===== config.mk =====
export PLATFORM = sky130hd
export DESIGN_NAME = rr_port_arbiter
export DESIGN_NICKNAME = d
export VERILOG_FILES = /design/src/rtl/rr_port_arbiter.sv
export SDC_FILE = /design/constraint.sdc
export NUM_CORES = 1
export LEC_CHECK = 0
export ABC_AREA = 1
export CORE_UTILIZATION = 45
export CTS_BUF_LIST = sky130_fd_sc_hd__clkbuf_16
export DETAILED_ROUTE_END_ITERATION = 10
export HOLD_SLACK_MARGIN = 0.12
export PLACE_DENSITY = 0.76
export SYNTH_ARGS = -nofsm -noshare
export SYNTH_HDL_FRONTEND = slang
export SYNTH_SLANG_ARGS = --single-unit

===== constraint.sdc =====
create_clock -name clk -period 1.94 [get_ports clk]
set_input_delay 0.388 -clock clk [delete_from_list [all_inputs] [get_ports clk]]
set_output_delay 0.388 -clock clk [all_outputs]
set_load 0.005 [all_outputs]

===== src/rtl/rr_port_arbiter.sv =====
// rr_port_arbiter: registered arbiter for a single router output port.
// Selects one of NUM_INPUTS input channels (round-robin or fixed priority),
// holds the output locked to that channel from head flit to tail flit,
// and tracks downstream buffer credits so no flit is sent without space.

module rr_port_arbiter #(
  parameter int NUM_INPUTS = 3,
  parameter int CREDITS    = 4,
  parameter int RR_MODE    = 1
) (
  input  logic                            clk,
  input  logic                            reset,
  input  logic [NUM_INPUTS-1:0]           req,
  input  logic [NUM_INPUTS-1:0]           tail,
  input  logic                            credit_return,
  output logic [NUM_INPUTS-1:0]           grant,
  output logic [$clog2(NUM_INPUTS)-1:0]   grant_sel,
  output logic                            grant_valid,
  output logic [NUM_INPUTS-1:0]           ack,
  output logic [$clog2(CREDITS+1)-1:0]    credit_count,
  output logic                            credit_err
);

  localparam int SEL_W = $clog2(NUM_INPUTS);
  localparam int CNT_W = $clog2(CREDITS+1);
  localparam logic [CNT_W-1:0] FULL_CREDITS = CNT_W'(CREDITS);
  localparam logic [SEL_W-1:0] LAST_INPUT   = SEL_W'(NUM_INPUTS-1);

  typedef enum logic {IDLE, LOCKED} state_t;

  state_t                 state_q, state_d;
  logic [NUM_INPUTS-1:0]  grant_q, grant_d;
  logic [SEL_W-1:0]       sel_q, sel_d;
  logic                   valid_q, valid_d;
  logic [SEL_W-1:0]       ptr_q, ptr_d;
  logic [CNT_W-1:0]       count_q, count_d;
  logic                   err_q, err_d;

  logic [SEL_W-1:0]       winner;
  logic                   xfer;
  logic                   tail_xfer;

  // A flit moves only while locked, the owner is presenting one, and space exists downstream.
  assign xfer      = (state_q == LOCKED) && req[sel_q] && (count_q != '0);
  assign tail_xfer = xfer && tail[sel_q];

  assign ack          = xfer ? grant_q : '0;
  assign grant        = grant_q;
  assign grant_sel    = sel_q;
  assign grant_valid  = valid_q;
  assign credit_count = count_q;
  assign credit_err   = err_q;

  // Pick the winning input: first requester at or after the pointer, or the highest index in fixed mode.
  always_comb begin
    int               idx;
    logic [SEL_W-1:0] idx_sel;
    logic             found;
    winner  = '0;
    idx     = 0;
    idx_sel = '0;
    found   = 1'b0;
    if (RR_MODE != 0) begin
      for (int i = 0; i < NUM_INPUTS; i++) begin
        idx = int'(ptr_q) + i;
        if (idx >= NUM_INPUTS) idx = idx - NUM_INPUTS;
        idx_sel = SEL_W'(idx);
        if (!found && req[idx_sel]) begin
          winner = idx_sel;
          found  = 1'b1;
        end
      end
    end else begin
      for (int i = 0; i < NUM_INPUTS; i++) begin
        if (req[SEL_W'(i)]) winner = SEL_W'(i);
      end
    end
  end

  // Next-state logic for the lock FSM and the round-robin pointer.
  always_comb begin
    state_d = state_q;
    grant_d = grant_q;
    sel_d   = sel_q;
    valid_d = valid_q;
    ptr_d   = ptr_q;
    case (state_q)
      IDLE: begin
        if (|req) begin
          grant_d         = '0;
          grant_d[winner] = 1'b1;
          sel_d           = winner;
          valid_d         = 1'b1;
          state_d         = LOCKED;
        end
      end
      LOCKED: begin
        if (tail_xfer) begin
          grant_d = '0;
          sel_d   = '0;
          valid_d = 1'b0;
          state_d = IDLE;
          if (RR_MODE != 0) begin
            if (sel_q == LAST_INPUT) ptr_d = '0;
            else                     ptr_d = sel_q + SEL_W'(1);
          end
        end
      end
      default: state_d = IDLE;
    endcase
  end

  // Credit counter: spend one per flit, regain one per return; a return into a full counter is an error.
  always_comb begin
    count_d = count_q;
    err_d   = err_q;
    case ({xfer, credit_return})
      2'b10: count_d = count_q - CNT_W'(1);
      2'b01: begin
        if (count_q == FULL_CREDITS) err_d = 1'b1;
        else                         count_d = count_q + CNT_W'(1);
      end
      default: count_d = count_q;
    endcase
  end

  // State registers; reset drops any lock and refills the credit pool.
  always_ff @(posedge clk or negedge reset) begin
    if (!reset) begin
      state_q <= IDLE;
      grant_q <= '0;
      sel_q   <= '0;
      valid_q <= 1'b0;
      ptr_q   <= '0;
      count_q <= FULL_CREDITS;
      err_q   <= 1'b0;
    end else begin
      state_q <= state_d;
      grant_q <= grant_d;
      sel_q   <= sel_d;
      valid_q <= valid_d;
      ptr_q   <= ptr_d;
      count_q <= count_d;
      err_q   <= err_d;
    end
  end

endmodule


# [Yosys cells after proc, flatten, opt, wreduce, memory -nomap -nowiden]
# Index checks and enable logic that the tools add are counted.
# W data, S select, Z words.
[classes] n_addsub=8 n_mul=0 div=0 n_lt_le_gt_ge=9 n_eq_ne=7 shift=0 muxes=36 bitwise_logic=1 reduce_logical=15
[ops] op="$mux W2" n=9
[ops] op="$lt A2 B3 Y1 const B" n=5
[ops] op="$mux W1" n=12
[ops] op="$mux W3" n=4
[ops] op="$pmux W3 S2" n=2
[ops] op="$bmux W1 S2" n=5
[ops] op="$reduce_and A2 Y1" n=4
[ops] op="$ge A3 B2 Y1 const B" n=2
[ops] op="$logic_and A1 B1 Y1" n=6
[ops] op="$sub A2 B2 Y2 const B" n=3
[ops] op="$eq A2 B2 Y1 const B" n=2
[ops] op="$ne A2 B2 Y1 const B" n=2
[ops] op="$pmux W1 S2" n=2
[ops] op="$pmux W2 S2" n=1
[ops] op="$add A2 B1 Y3 const B" n=1
[ops] op="$add A2 B2 Y3 const B" n=1
[ops] op="$add A3 B1 Y3 const B" n=1
[ops] op="$eq A3 B3 Y1 const B" n=1
[ops] op="$reduce_bool A3 Y1" n=1
[ops] op="$reduce_or A3 Y1" n=1
[ops] op="$sub A3 B1 Y3 const B" n=1
[ops] op="$add A2 B1 Y2 const B" n=1
[ops] op="$demux W1 S2" n=1
[ops] op="$eq A2 B1 Y1 const B" n=1
[ops] op="6 further kinds" n=7
[totals] ff_bits=13 latchBits=0 mem_bits_rw=0 mem_bits_ro=0 input_bits=9 out_inout_bits=13 mem_count=0

# [Depth between registers and ports, before layout]
[depth] depth_word=17 depth_mapped=12 ltp_nobuf=12

# [Worst setup path before layout]
# No wires, ideal clock.
[synth_timing] path_type="register to register" startpoint="register count_q[2] (netlist: credit_count[2])" endpoint="register count_q[1] (netlist: credit_count[1])" setup_ns=0.122 t_arrival_ns=1.526 required_time_ns=1.818 slack_ns=0.292 path_stages_with_launch=8 path_buffers=0 synth_period_minus_slack_ns=1.648 cell_sequence="dfstp_2 -> inv_1 -> a31oi_2 -> nand2_4 -> nand2_1 -> fa_1 -> nand2_1 -> o21ai_1"
[synth_between] elab_cells_between_ends=9 classes_between="eq/ne: 4; mux: 1; reduce/logical: 4"
[synth_lines] element="start: declaration" line_no="36" rtl="logic [CNT_W-1:0] count_q, count_d;"
[synth_lines] element="start signal: assignment" line_no="143" rtl="count_q <= count_d;"
[synth_lines] element="$reduce_bool A3 Y1 *" line_no="44" rtl="assign xfer = (state_q == LOCKED) && req[sel_q] && (count_q != '0);"
[synth_lines] element="$logic_and A1 B1 Y1 *" line_no="44"
[synth_lines] element="$eq A2 B1 Y1 or $eq A2 B2 Y1 (tied branches)" line_no="117" rtl="case ({xfer, credit_return})"
[synth_lines] element="$pmux W3 S2 *" line_no="117"
[synth_lines] element="net count_d[1]" line_no="36"
# The timed path passes the listed nets; every way through them passes the cells marked *.
# A chain may end at the register's enable or synchronous reset.

# [Worst setup path after layout]
[layout_timing] startpoint="input port req[1]" endpoint="output port ack[0]"
[layout_between] elab_chain_cells=5
[layout_rtl] element="start: declaration" line_no="13" rtl="input logic [NUM_INPUTS-1:0] req,"
[layout_rtl] element="$bmux W1 S2" line_no="44"
[layout_rtl] element="$mux W1 (not written as such)" line_no="44"
[layout_rtl] element="$logic_and A1 B1 Y1 (2 in series)" line_no="44"
[layout_rtl] element="$mux W3" line_no="47" rtl="assign ack = xfer ? grant_q : '0;"
[layout_rtl] element="end: declaration" line_no="19" rtl="output logic [NUM_INPUTS-1:0] ack,"
# Every way passes these cells. The select of a mux whose other input is x is not followed.

==> impl_results.md <==
- Status: complete, no violations
- Max Root-Sink Buffers: 2
- Fin. Hold Viols: 0
- Worst-margin pin slew: 0.6031 ns
- WL per Instance: 12.21 um
- Post-synth EDFFs: 0
- Global Route Usage Sum: 22.45%
- Critical Path RT: 1.55 ns
- Warnings from Yosys: 0
- Asr flop ratio synth: 100.0%
- Drt pass-1 iters: 4
- Share of cells above drive strength 1: approximately 28%
- CP Data Arrival Time: 1.49 ns
- MaxCap Viol Count: 0
- Cells after synthesis: 137
- Vias in the first global route: 979
- First-pass GRT wire length: between 4 and 5 mm
- Layout Nets: 188
- Number of diodes: 0
- DIE AREA: 0.002353 mm2
- Num CTS Buffers: 3
- Hold Crit Class: reg -> reg
- Clock-pin transition on the worst setup and hold timing paths: 0.05 ns
- Top post-synthesis cells by area: dfrtp_1 31%, nand2_1 13%, nand3_1 7.2%
- Die height: between 40 and 50 um
- Leakage: 0.7074 nW
- DRC: 0
- Post-synthesis cell area: 973.4 um2
- Total power: around 0.0024 W
- RSZ-0062 raised after global routing: no
- Clock Skew: between 0.005 and 0.006 ns
- Vias after detailed routing: 1014
- Kind of critical path: in -> out
- Fin crit share: a little under 100%
- Routed vias/inst: 5.045
- Final core utilization: a little over two thirds
- Finish-stage setup viols: 0
- Site Rows: 16
- Synthesis-stage register bit count: 13
- Synth Net Count: 150
- Final global-route overflow total: 0
- Crit path max-delay cell type: clkdlybuf4s50_1
- Slew HR: 59.67%
- Post-DP HPWL: 1.828 mm
- Achievable frequency: 532.9 MHz
- PwrDens: 1746 mW/mm2
- Area grow syn2layout: 43.96%
- Nature of the critical path endpoint: primary output
- Core box area: 0.002002 mm2
- Number of distinct library cells after synthesis: 24
- Share of the synthesized area in the top cell type: 30.85%
- Gpl congestion: about 0.87
- Top-count cell post-synth: nand2_1
- Max-slew violations: 0
- Hold_buf cts: 0
- Synth Flop Type: dfrtp_1
- Crit-path cells: clkdlybuf4s50_1 -> inv_2 -> o21ai_4 -> nand2_4 -> nor2_1 -> dlygate4sd2_1
- Total wire length: 2.455 mm
- Clock root cell: clkbuf_16
- Clk sinks: 13
- Max VDD drop: 1.078 mV
- Startpoint types: input port
- Clk_lat worst skew: 0.24 ns
- Commonest cells post-synth: 35 x nand2_1, 17 x inv_1, 14 x nand3_1
- Worst Path Max Fanout: 4
- CTS H-tree lvls: 1
- Ports: 22
- CTS tree: yes
- Pin count of the biggest net entering global routing: 14
- Final min period: 1.876 ns
- Sequential area share after synthesis: 33.55%
- First DRT Iteration DRCs: 15
- Die X: 48.51 um
- Post-Synthesis Mean Instance Area: 7.105 um2
- Initial antenna violation count: 0
- Port bufs: 21
- Critical path's largest stage delay: roughly 0.5 ns
- Yosys top cell by area: dfrtp_1
- Initial Utilization: 48.63%
- Number of nets with antenna violations after routing: 0
==> worst max-delay path: cells and delay by family <==
| family | cells | cell delay [ns] |
|---|---|---|
| buf+inv | 3 | 0.79 |
| simple gates | 2 | 0.15 |
| compound gates | 1 | 0.15 |
==> area by class of cell <==
type | instances | area [um2]
Clock buffer | 3 | 75.07
Tap cell | 27 | 33.78
Multi-Input combinational cell | 99 | 576.8
Fill cell | 167 | 600.6
Clock inverter | 1 | 3.754
Sequential cell | 13 | 326.6
Timing Repair Buffer | 33 | 291.5
Inverter | 25 | 93.84
==> per-layer routing <==
metal  GRT usage [%]  vias up  routed length (um)
met1           22.71      472                 992
met3           3.774        8                  82
met2           45.77       26                1335
li1                -      508                   -
met5               0        -                   0
met4           6.863        0                  45
==> report_power, final <==
group          switching [W]  internal (W)  total, W  leakage (nW)
logic               0.000897      0.000667   0.00156         0.507
registers          0.0000938      0.000401  0.000495         0.158
clock network       0.000116      0.000272  0.000388        0.0423
==> cells in the final DEF, fill, tap and decap left out, types with 2 or more instances in the layout <==
cell	synthesis	layout
buf_4	0	12
clkbuf_16	0	3
clkdlybuf4s50_1	0	16
dfrtp_1	12	12
dlygate4sd2_1	0	3
ha_1	3	3
inv_1	17	18
inv_2	8	8
nand2_1	35	33
nand2_2	5	7
nand2_4	2	2
nand3_1	14	14
nand3_2	4	4
nor2_1	11	11
nor2_2	3	3
nor3_1	2	2
o21ai_0	5	5
o21ai_1	3	3
o21ai_2	4	3
==> path summary, 6_finish.rpt <==
path                                      start              end  slack (ns)  cells after the start
worst max register to register  credit_count[2]  credit_count[1]        0.14                      8
worst max-delay path                     req[1]           ack[0]        0.06                      6
worst min-delay path                grant_valid      grant_valid        0.47                      2
min in group asynchronous                 reset       credit_err        0.52                      1
worst min register to register      grant_valid      grant_valid        0.47                      2
max in group asynchronous                 reset  credit_count[1]        1.02                      1
==> cells by family after synthesis <==
family	Yosys count	share of synthesized area, %
buffers and inverters	25	9.640
AO/OA/AOI/OAI	17	11.57
flip-flops	13	33.55
AND/OR/NAND/NOR	78	39.33
adder cells (fa/ha/maj)	4	5.913
==> registers in the layout, summed over array words and instances, names as in the netlist <==
name	count
credit_count	3
grant	3
grant_sel	2
ptr_q	2
credit_err	1
grant_valid	1
state_q	1
==> timing repair <==
item,4_1_cts,5_1_grt
gates resized for setup,8,5
pin swaps,0,1
setup buffers,0,2
endpoints found under the setup margin,5,5
==> stage by stage <==
step                cell area (um2)  std cells  TNS, ns  hold WS, ns  setup slack, ns
floorplan                     973.4        137        0      0.09241           0.2918
global placement               1292        195   -1.448       0.4671          -0.3048
detailed placement             1292        195   -1.836       0.4635          -0.3279
CTS                            1370        199        0       0.4738          0.01880
global route                   1401        201        0       0.5010         0.009197
finish                         1401        201        0       0.4739          0.06355
(Power assumes the default switching activity.)
